===== src/rtl/divider_8bit.sv =====
// Sequential restoring divider: loads a dividend into Q, then divides it by a latched
// divisor one quotient bit per SHIFT/SUB pair, driving R/Q onto 7-segment displays.
module divider_8bit #(
    parameter int WIDTH = 8
) (
    input  logic             Clk,
    input  logic             Reset,
    input  logic             Execute_h,
    input  logic             ClearA_LoadB_h,
    input  logic [WIDTH-1:0] SW,
    output logic [WIDTH-1:0] Rval,
    output logic [WIDTH-1:0] Qval,
    output logic             Done,
    output logic             DivZero,
    output logic [6:0]       RhexU,
    output logic [6:0]       RhexL,
    output logic [6:0]       QhexU,
    output logic [6:0]       QhexL
);

    localparam int CW = $clog2(WIDTH + 1);
    localparam int DW = (WIDTH < 8) ? WIDTH : 8;

    typedef enum logic [2:0] {
        ST_IDLE  = 3'd0,
        ST_LOAD  = 3'd1,
        ST_SHIFT = 3'd2,
        ST_SUB   = 3'd3,
        ST_HOLD  = 3'd4
    } state_t;

    state_t           state_r, state_s;
    logic [WIDTH:0]   r_r, r_s;
    logic [WIDTH-1:0] q_r, q_s;
    logic [WIDTH-1:0] d_r, d_s;
    logic [CW-1:0]    count_r, count_s;
    logic             done_r, done_s;
    logic             divzero_r, divzero_s;

    logic [2*WIDTH:0] rq_shift_s;
    logic [WIDTH+1:0] diff_s;
    logic [7:0]       r_disp_s;
    logic [7:0]       q_disp_s;

    // Active-low 7-segment pattern (gfedcba) for one hex digit.
    function automatic logic [6:0] seg7(input logic [3:0] nib);
        logic [6:0] seg;
        case (nib)
            4'h0:    seg = 7'b1000000;
            4'h1:    seg = 7'b1111001;
            4'h2:    seg = 7'b0100100;
            4'h3:    seg = 7'b0110000;
            4'h4:    seg = 7'b0011001;
            4'h5:    seg = 7'b0010010;
            4'h6:    seg = 7'b0000010;
            4'h7:    seg = 7'b1111000;
            4'h8:    seg = 7'b0000000;
            4'h9:    seg = 7'b0010000;
            4'hA:    seg = 7'b0001000;
            4'hB:    seg = 7'b0000011;
            4'hC:    seg = 7'b1000110;
            4'hD:    seg = 7'b0100001;
            4'hE:    seg = 7'b0000110;
            4'hF:    seg = 7'b0001110;
            default: seg = 7'b1111111;
        endcase
        return seg;
    endfunction

    // Datapath helpers: joint left shift of {R,Q} and the trial subtraction (sign in MSB).
    always_comb begin
        rq_shift_s = {r_r, q_r} << 1;
        diff_s     = {1'b0, r_r} - {2'b00, d_r};
    end

    // Next-state and next-register logic for the divider FSM.
    always_comb begin
        state_s   = state_r;
        r_s       = r_r;
        q_s       = q_r;
        d_s       = d_r;
        count_s   = count_r;
        done_s    = done_r;
        divzero_s = divzero_r;
        case (state_r)
            ST_IDLE: begin
                if (ClearA_LoadB_h) begin
                    r_s       = {(WIDTH+1){1'b0}};
                    q_s       = SW;
                    done_s    = 1'b0;
                    divzero_s = 1'b0;
                    state_s   = ST_IDLE;
                end else if (Execute_h) begin
                    state_s = ST_LOAD;
                end else begin
                    state_s = ST_IDLE;
                end
            end
            ST_LOAD: begin
                d_s     = SW;
                count_s = {CW{1'b0}};
                if (SW == {WIDTH{1'b0}}) begin
                    // Divide-by-zero aborts straight to HOLD with R/Q untouched.
                    divzero_s = 1'b1;
                    done_s    = 1'b1;
                    state_s   = ST_HOLD;
                end else begin
                    divzero_s = 1'b0;
                    done_s    = 1'b0;
                    r_s       = {(WIDTH+1){1'b0}};
                    state_s   = ST_SHIFT;
                end
            end
            ST_SHIFT: begin
                r_s     = rq_shift_s[2*WIDTH:WIDTH];
                q_s     = rq_shift_s[WIDTH-1:0];
                state_s = ST_SUB;
            end
            ST_SUB: begin
                if (!diff_s[WIDTH+1]) begin
                    r_s    = diff_s[WIDTH:0];
                    q_s[0] = 1'b1;
                end else begin
                    q_s[0] = 1'b0;
                end
                count_s = count_r + CW'(1);
                if (count_r == CW'(WIDTH - 1)) begin
                    done_s  = 1'b1;
                    state_s = ST_HOLD;
                end else begin
                    state_s = ST_SHIFT;
                end
            end
            ST_HOLD: begin
                done_s = 1'b1;
                if (Execute_h) begin
                    state_s = ST_HOLD;
                end else begin
                    state_s = ST_IDLE;
                end
            end
            default: begin
                state_s = ST_IDLE;
            end
        endcase
    end

    // State and datapath registers; reset abandons any division in progress.
    always_ff @(posedge Clk or negedge Reset) begin
        if (!Reset) begin
            state_r   <= ST_IDLE;
            r_r       <= {(WIDTH+1){1'b0}};
            q_r       <= {WIDTH{1'b0}};
            d_r       <= {WIDTH{1'b0}};
            count_r   <= {CW{1'b0}};
            done_r    <= 1'b0;
            divzero_r <= 1'b0;
        end else begin
            state_r   <= state_s;
            r_r       <= r_s;
            q_r       <= q_s;
            d_r       <= d_s;
            count_r   <= count_s;
            done_r    <= done_s;
            divzero_r <= divzero_s;
        end
    end

    assign Rval    = r_r[WIDTH-1:0];
    assign Qval    = q_r;
    assign Done    = done_r;
    assign DivZero = divzero_r;

    // Display decode of the low byte of R and Q.
    always_comb begin
        r_disp_s = 8'(r_r[DW-1:0]);
        q_disp_s = 8'(q_r[DW-1:0]);
        RhexU    = seg7(r_disp_s[7:4]);
        RhexL    = seg7(r_disp_s[3:0]);
        QhexU    = seg7(q_disp_s[7:4]);
        QhexL    = seg7(q_disp_s[3:0]);
    end

endmodule


===== config.mk =====
export PLATFORM = sky130hd
export DESIGN_NAME = divider_8bit
export DESIGN_NICKNAME = d
export VERILOG_FILES = /design/src/rtl/divider_8bit.sv
export SDC_FILE = /design/constraint.sdc
export NUM_CORES = 1
export LEC_CHECK = 0
export BUFFER_PORTS_ARGS = -buffer_cell sky130_fd_sc_hd__buf_2
export CORE_MARGIN = 4
export CORE_UTILIZATION = 51
export CTS_CLUSTER_DIAMETER = 40
export CTS_CLUSTER_SIZE = 40
export DETAILED_ROUTE_END_ITERATION = 6
export MAX_ROUTING_LAYER = met4
export PLACE_DENSITY = 0.76
export SYNTH_ARGS = -nofsm -noshare
export SYNTH_HDL_FRONTEND = slang
export SYNTH_SLANG_ARGS = --single-unit

===== constraint.sdc =====
create_clock -name Clk -period 2.1 [get_ports Clk]
set_clock_uncertainty 0.15 [all_clocks]
set_input_delay 0 -clock Clk [delete_from_list [all_inputs] [get_ports Clk]]
set_output_delay 0 -clock Clk [all_outputs]
set_load 0.005 [all_outputs]

==> results of run 1 <==
## area by class of cell
class	count	area, um2
clock buffers	6	82.6
clock inverters	2	60.1
fillers	457	1720
inverters	20	75.1
multi-input cells	279	1990
flip-flops and latches	34	852
well taps	72	90.1
repair buffers	105	677
## cells by family (layout without fill, tap and decap cells)
kind of cell,after synthesis,after routing,synth area share
AND/OR/NAND/NOR,118,118,0.187
AO/OA/AOI/OAI,103,103,0.220
buffers and inverters,45,133,0.0719
adder cells (fa/ha/maj),34,34,0.147
flip-flops,34,34,0.289
multiplexers,19,19,0.0702
XOR/XNOR,5,5,0.0149
## routing by layer
layer | global-route usage | vias to the layer above
met1 | 0.256 | 1322
met4 | 0.0643 | 0
met2 | 0.385 | 89
met3 | 0.0316 | 17
li1 | - | 1423
met5 | - | -
## flip-flops by register name, indices dropped and copies added (netlist names)
signal / count
count_r: 4
Qval: 8
Done: 1
DivZero: 1
d_r: 8
state_r: 3
r_r: 9
## critical path, stage by stage (launching register included)
cell and delay (ns):
dfrtp_2 0.42, ha_4 0.29, nand4_1 0.13, a21oi_2 0.23
o21ai_4 0.09, a221oi_4 0.42, o21ai_2 0.09, a221o_1 0.29
## cells in the final DEF, fill, tap and decap left out, types with 11 or more instances in the layout
cell           instances
buf_2                 57
nand2_1               55
mux2i_1               15
a21oi_1               20
o21ai_0               47
dfrtp_1               33
dlygate4sd3_1         11
buf_4                 36
ha_1                  26
nor2_1                23
inv_1                 18
## power breakdown
group          switching (mW)  internal [mW]
combinational            2.40           2.45
sequential              0.405          0.964
clock                   0.257          0.506
total                    3.06           3.92
## repair_timing
action,4_1_cts,5_1_grt
hold buffers,11,0
endpoints found under the hold margin,52,0
gates resized for setup,4,7
buffers inserted,2,5
pin swaps,3,6
setup endpoints to repair,9,16
## how the worst min path moves through the flow
stage          startpoint    endpoint  slack (ns)  depth (start not counted)
2_1_floorplan       Reset     DivZero       -0.45                          0
3_3_place_gp        Reset      r_r[5]       -0.01                          1
3_5_place_dp        Reset      r_r[5]       -0.02                          1
4_1_cts             Reset      r_r[5]        0.19                          2
5_1_grt             Reset  count_r[1]        0.25                          2
6_report            Reset      r_r[5]        0.17                          2
## metrics by stage
stage               setup slack [ns]  instance area [um2]  power [mW]  utilization
floorplan                     -0.102                 3000        4.38            -
detailed placement            -0.131                 3460        5.85        0.625
global route                  -0.253                 3820        7.66        0.690
CTS                          -0.0852                 3760        6.78        0.678
global placement             -0.0633                 3460        5.74        0.625
finish                        -0.145                 3820        6.98        0.690
==> impl_metrics.tcl, run 1 <==
set metrics [dict create \
    cp_max_fo 6 \
    maxCapViolations 0 \
    finalHoldViolations 0 \
    finalCritPeriodShare 1.07 \
    slew_viol_final 0 \
    yosysTopAreaCellShare 0.289 \
    crit_start "r_r[4]" \
    yosysSeqAreaShare 0.289 \
    synth_most_common_cell "nand2_1" \
    fin_hold_ws_ns 0.167 \
    drtIter0Drc 195 \
    cellLeakagePower_nw 1.83 \
    cts-buffers-inserted 5 \
    die_h_um 84.0 \
    r2r_slack_ns -0.14 \
    synth.distinct_cells 49 \
    synthTopCellsByCount "55 x nand2_1, 48 x o21ai_0, 34 x dfrtp_1" \
    routedLengthMet1_um 3160 \
    finalSetupTns_ns -0.749 \
    portBuffers 57 \
    grt_pass1_vias 2698 \
    routed_wl_um 7430 \
    finalSetupViolCount 9 \
    finalNonFillerCells 518 \
    rr_endpoint "r_r[8]" \
    die_area_um2 7050 \
    r2r_start "r_r[4]" \
    wl_met2_um 3670 \
    yosys_warnings 0 \
    routabilityCongestion 0.868 \
    crit_type "register to register" \
    cp.required_ns 2.13 \
    synth_edf_count 0 \
    grt_usage 0.218 \
    insertedDiodeCount 0 \
    peakVddDrop_mv 0.953 \
    cp-endpoint "r_r[8]" \
    cp-end-kind "register" \
    cts-root-buf "clkbuf_8" \
    area_growth_pct 30.0 \
    core-area_um2 5540 \
    clockBufferDepth 2 \
    slew_headroom 0.481 \
    async_flop_share 1.00 \
    syn-cell-area_um2 2940 \
    drc 0 \
    wl_met3_um 433 \
    min_path_type "primary input to async pin" \
    synth_area_leaders "dfrtp_1 29%, ha_1 14%, o21ai_0 8.2%" \
    fin_crit_ns 2.24 \
    globalRouteOverflowTotal 0 \
    r2r_cells 7 \
    highest_layer "met4" \
    antenna_left 0 \
    rows 27 \
    violations "negative setup slack" \
    dp.cells 492 \
    grt_max_degree 35 \
    synthCells 358 \
    wl_per_cell_um 14.3 \
    synth-seq-cells 34 \
    power.density_nw_per_um2 1820 \
    htreeDepth 2 \
    synthFlopType "dfrtp_1" \
    synth_nets 404 \
    dp_hpwl_um 5340 \
    fmax_ghz 0.445 \
    route.vias.total 2851 \
    start_util 0.531 \
    avgViaCountPerCell 5.50 \
    yosysTopAreaCell "dfrtp_1" \
    dieWidth_um 84.0 \
    antenna_found_initial 0 \
    cts_sinks 34 \
    grt_pass1_wl_um 12400 \
    clock_latency_ns 0.30 \
    io_pins 58 \
    drive_gt1_frac 0.289 \
    clk_pin_slew_worst_paths_ns 0.08 \
    tightest_slew_ns 0.778 \
    syn_area_per_cell_um2 8.22 \
    cp.arrival_ns 2.27 \
    rsz0062_at_grt "yes" \
    firstDrtPassIters 5 \
    fin_ws_ns -0.145 \
    cts_tree "done" \
    status "complete, but fails checks" \
    fin_nets 491 \
    startpoint_type "register" \
]
No activity file was read; power rests on OpenSTA's default activity.
==> inputs of run 2 (changes only) <==
- CORE_UTILIZATION: 51 -> 60
- PLACE_DENSITY: 0.76 -> 0.84
- clock period: 2.1 -> 2.7 ns (I/O delays scaled with it)
==> run 2 against run 1 <==
The run now ends clean. Combinational power down 34%. Non-clock buffer count down 24. Cell area down 8.7%. Register-to-register slack better by 0.39 ns. Clock power down 47%. Wire length down 7.9%. Fmax down 8.6%. Final cell count down 5.6%. First-iteration DRC count down 13%. Flip-flop and latch count unchanged.
==> impl_metrics.tcl, run 2 (synthesis results as in run 1) <==
set metrics [dict create \
    avgViaCountPerCell 5.62 \
    maxCapViolations 0 \
    io_pins 58 \
    drive_gt1_frac 0.218 \
    core-area_um2 4720 \
    cts_tree "done" \
    finalCritPeriodShare 0.910 \
    fin_ws_ns 0.244 \
    die_area_um2 6090 \
    clockBufferDepth 2 \
    route.vias.total 2747 \
    cts_sinks 34 \
    fin_hold_ws_ns 0.166 \
    clk_pin_slew_worst_paths_ns 0.08 \
    htreeDepth 2 \
    layout_commonest_cell "buf_2" \
    min_path_type "primary input to async pin" \
    cellLeakagePower_nw 1.70 \
    peakVddDrop_mv 0.766 \
    finalSetupTns_ns 0 \
    r2r_cells 8 \
    grt_pass1_vias 2579 \
    antenna_found_initial 0 \
    startpoint_type "register" \
    finalNonFillerCells 489 \
    r2r_start "r_r[1]" \
    cts-buffers-inserted 5 \
    dp_hpwl_um 4940 \
    wl_per_cell_um 14.0 \
    drc 0 \
    rr_endpoint "r_r[8]" \
    die_h_um 78.0 \
    area_growth_pct 18.6 \
    finalHoldViolations 0 \
    dp.cells 469 \
    cts-root-buf "clkbuf_8" \
    start_util 0.623 \
    slew_headroom 0.481 \
    insertedDiodeCount 0 \
    finalSetupViolCount 0 \
    top_register "r_r" \
    fin_area_um2 3490 \
    ctsResizeCount 0 \
    drtIter0Drc 169 \
    slew_viol_final 0 \
    fin_crit_ns 2.46 \
    grt_pass1_wl_um 11900 \
    cp_max_fo 8 \
    rsz0062_at_grt "no" \
    firstDrtPassIters 5 \
    status "complete, no violations" \
    tightest_slew_ns 0.779 \
    fmax_ghz 0.407 \
    crit_type "register to register" \
    placed_area_um2 3270 \
    antenna_left 0 \
    portBuffers 57 \
    largest_reg_flops 9 \
    routabilityCongestion 0.909 \
    post-place-ws_ns 0.207 \
    routed_wl_um 6840 \
    cp.arrival_ns 2.49 \
    globalRouteOverflowTotal 0 \
    cp-end-kind "register" \
    rows 25 \
    fin_nets 467 \
    cp.required_ns 2.73 \
    dieWidth_um 78.0 \
    power.density_nw_per_um2 1340 \
    grt_usage 0.241 \
    grt_max_degree 35 \
    final_cell_mix "57 x buf_2, 55 x nand2_1, 48 x o21ai_0" \
    clock_latency_ns 0.29 \
    r2r_slack_ns 0.24 \
]
-- run 2: changes by cell type in the layout (fill, tap and decap cells not counted), sizes merged --
cell,before,now
buf,94,70
clkinv,0,1
clkinvlp,0,1
bufinv,2,0
-- run 2: stage by stage --
step,total power [mW],utilization
3_5_place_dp,4.22,0.691
4_1_cts,4.64,0.735
3_3_place_gp,4.10,0.691
6_report,4.69,0.739
5_1_grt,5.19,0.739
2_1_floorplan,3.32,-
-- run 2: routing by layer --
metal | global-route usage | wire length [um]
met1 | 0.318 | 2950
met4 | 0.0752 | 133
met2 | 0.390 | 3400
met5 | - | 0
met3 | 0.0310 | 357
-- run 2: how the worst max path moves through the flow --
stage	start	to	slack, ns
2_1_floorplan	r_r[0]	r_r[8]	0.38
3_3_place_gp	r_r[0]	r_r[3]	0.28
3_5_place_dp	r_r[0]	r_r[3]	0.21
4_1_cts	r_r[0]	r_r[3]	0.19
5_1_grt	r_r[0]	r_r[8]	0.05
6_report	r_r[1]	r_r[8]	0.24
-- run 2: power by group --
group / switching (mW) / internal, mW / leakage [nW]
logic: 1.67 / 1.52 / 1.22
clock network: 0.199 / 0.205 / 0.0472
registers: 0.348 / 0.747 / 0.423
total: 2.21 / 2.48 / 1.70
-- run 2: layout make-up --
cell class | instances | area [um2]
Clock buffer | 6 | 82.6
Inverter | 20 | 75.1
Sequential cell | 34 | 851
Timing Repair Buffer | 81 | 505
Multi-Input combinational cell | 279 | 1880
Clock inverter | 2 | 12.5
Fill cell | 370 | 1230
Tap cell | 67 | 83.8
-- run 2: worst max-delay path, cell delays in order (launching register included) --
cell and delay, ns:
dfrtp_1 0.49, inv_1 0.20, fa_1 0.49, nor2b_1 0.18, o2111ai_1 0.16, nand3_1 0.11, o211ai_1 0.12, and3_1 0.19
a221o_1 0.25
-- run 2: repair_timing --
| item | in CTS | in global routing |
|---|---|---|
| hold buffers | 11 | 0 |
| endpoints found under the hold margin | 52 | 0 |
| buffers inserted | 0 | 1 |
| setup endpoints to repair | 0 | 3 |
==> inputs of run 3 (changes only) <==
- ABC_AREA: unset -> 1
- PLACE_DENSITY: 0.84 -> 0.83
==> run 3 against run 2 <==
Worst hold slack lost 0.0068 ns. Highest routed layer unchanged. Final cell count rose by 17%. Combinational power shrank 9.4%. Largest power group unchanged. Flip-flop and latch count unchanged. Non-clock buffer count down 10. Synthesized area up 5.7%. Worst setup slack improved by 0.32 ns.
==> impl_metrics.tcl, run 3 <==
set metrics [dict create \
    synth_area_leaders "dfrtp_1 27%, nand2_1 15%, ha_1 13%" \
    cts-root-buf "clkbuf_8" \
    antenna_found_initial 0 \
    syn-cell-area_um2 3110 \
    synthCells 448 \
    slew_headroom 0.498 \
    crit_family "adder cells" \
    finalHoldViolations 0 \
    yosysTopAreaCell "dfrtp_1" \
    synth_edf_count 0 \
    synth_most_common_cell "nand2_1" \
    clk_pin_slew_worst_paths_ns 0.08 \
    cp-end-kind "register" \
    min_path_type "primary input to async pin" \
    clockBufferDepth 2 \
    grt_max_degree 35 \
    startpoint_type "register" \
    finalCritPeriodShare 0.790 \
    finalSetupTns_ns 0 \
    synthFlopType "dfrtp_1" \
    synth-seq-cells 34 \
    async_flop_share 1.00 \
    yosys_warnings 0 \
    cts_sinks 34 \
    synthTopCellsByCount "127 x nand2_1, 55 x inv_1, 36 x o21ai_0" \
    antenna_left 0 \
    fin_area_um2 3560 \
    route.vias.total 3082 \
    fmax_ghz 0.469 \
    synth_nets 494 \
    finalNonFillerCells 574 \
    rows 25 \
    path_buf_inv 2 \
    largest_reg_flops 9 \
    yosysTopAreaCellShare 0.273 \
    crit_path_frequent_cell "nand2_1" \
    yosysSeqAreaShare 0.273 \
    io_pins 58 \
    peakVddDrop_mv 0.688 \
    dieWidth_um 80.0 \
    routabilityCongestion 0.957 \
    globalRouteOverflowTotal 0 \
    wl_per_cell_um 12.4 \
    slew_viol_final 0 \
    final_cell_mix "127 x nand2_1, 57 x buf_2, 55 x inv_1" \
    ctsResizeCount 0 \
    core-area_um2 4880 \
    power.density_nw_per_um2 1210 \
    drtIter0Drc 191 \
    cp.required_ns 2.74 \
    dp.cells 554 \
    tightest_slew_ns 0.753 \
    syn_area_per_cell_um2 6.95 \
    maxCapViolations 0 \
    dp_hpwl_um 5270 \
    die_area_um2 6400 \
    rsz0062_at_grt "no" \
    top_register "r_r" \
    firstDrtPassIters 5 \
    synth.distinct_cells 39 \
    cp.arrival_ns 2.17 \
    htreeDepth 2 \
    drc 0 \
    fin_nets 551 \
    fin_crit_ns 2.13 \
    cts_tree "done" \
    layout_commonest_cell "nand2_1" \
    grt_pass1_vias 2848 \
    cp_slowest_cell "dfrtp_1" \
    ctsHoldBuffers 11 \
    cellLeakagePower_nw 1.95 \
    finalSetupViolCount 0 \
    cp_max_fo 7 \
    portBuffers 57 \
    status "complete, no violations" \
    grt_usage 0.248 \
    cpPeakStageDelay_ns 0.43 \
    clock_latency_ns 0.30 \
    routed_wl_um 7140 \
    crit_type "register to register" \
    grt_pass1_wl_um 12600 \
    cts_setup_buffers 0 \
    area_growth_pct 14.5 \
    cts-buffers-inserted 5 \
    avgViaCountPerCell 5.37 \
    placed_area_um2 3360 \
    drive_gt1_frac 0.184 \
    die_h_um 80.0 \
    worstPathCellList "inv_1 > ha_1 > fa_1 > inv_1 > nand3_1 > nand2_1 > nand2_1 > nand2_1 > nand2_1 > nand3_1 > nand2_1 > nand2_1 > nand2_1" \
    start_util 0.638 \
    power_mw 4.31 \
]
-- run 3: cell count changes in the layout (fill, tap and decap cells not counted), moves of 9 or more --
cell,previous run,this run
inv_1,20,55
buf_4,12,3
mux2i_1,15,0
nand3_1,6,33
nand2_1,55,127
o21ai_0,48,36
-- run 3: path summary, 6_finish.rpt --
check / from / end / slack [ns] / cells after the start
min reg2reg: d_r[0] / d_r[0] / 0.35 / 2
max reg2reg: r_r[0] / r_r[8] / 0.57 / 13
min: Reset / r_r[2] / 0.16 / 2
max: r_r[0] / r_r[8] / 0.57 / 13
max in group asynchronous: Reset / d_r[6] / 1.75 / 2
min in group Clk: SW[6] / d_r[6] / 0.35 / 4
-- run 3: area by class of cell --
cell class              instances  area, um2
inverters                      62        233
well taps                      67       83.8
flip-flops and latches         34        851
clock inverters                 3       21.3
fillers                       411       1320
multi-input cells             331       1880
clock buffers                   5       68.8
diodes                          1       2.50
repair buffers                 71        418
-- run 3: metrics by stage --
| stage | util | worst slack, ns | hold WS [ns] |
|---|---|---|---|
| after global placement | 0.688 | 0.646 | -0.0403 |
| after detailed placement | 0.688 | 0.570 | -0.0310 |
| final | 0.730 | 0.566 | 0.159 |
| after CTS | 0.729 | 0.554 | 0.185 |
| after global routing | 0.729 | 0.364 | 0.241 |
| after floorplan | - | 0.732 | -0.446 |
-- run 3: worst reg2reg max path, delay by kind of cell, from the launching register on --
family / cells / cell delay [ns]
simple gates: 9 / 0.55
flops: 1 / 0.43
fa+ha+maj: 2 / 0.65
buf+inv: 2 / 0.26
-- run 3: logic make-up (layout without fill, tap and decap cells) --
| family | count (synthesis) | in the layout | synth area share |
|---|---|---|---|
| AND/OR/NAND/NOR | 203 | 203 | 0.283 |
| AO/OA/AOI/OAI | 94 | 94 | 0.184 |
| buffers and inverters | 83 | 141 | 0.121 |
| adder cells (fa/ha/maj) | 34 | 34 | 0.139 |
| flip-flops | 34 | 34 | 0.273 |
| other | 0 | 1 | 0 |
-- run 3: per-layer routing --
metal / global-route usage / wire (um)
met3: 0.0339 / 398
met4: 0.0828 / 145
met1: 0.321 / 3220
met5: - / 0
met2: 0.401 / 3370
-- run 3: where the power goes --
group	total, mW	switching, mW	internal (mW)	leakage (nW)
Sequential	1.02	0.297	0.726	0.431
Combinational	2.89	1.75	1.14	1.47
Clock	0.393	0.212	0.181	0.0441
Total	4.31	2.26	2.05	1.95
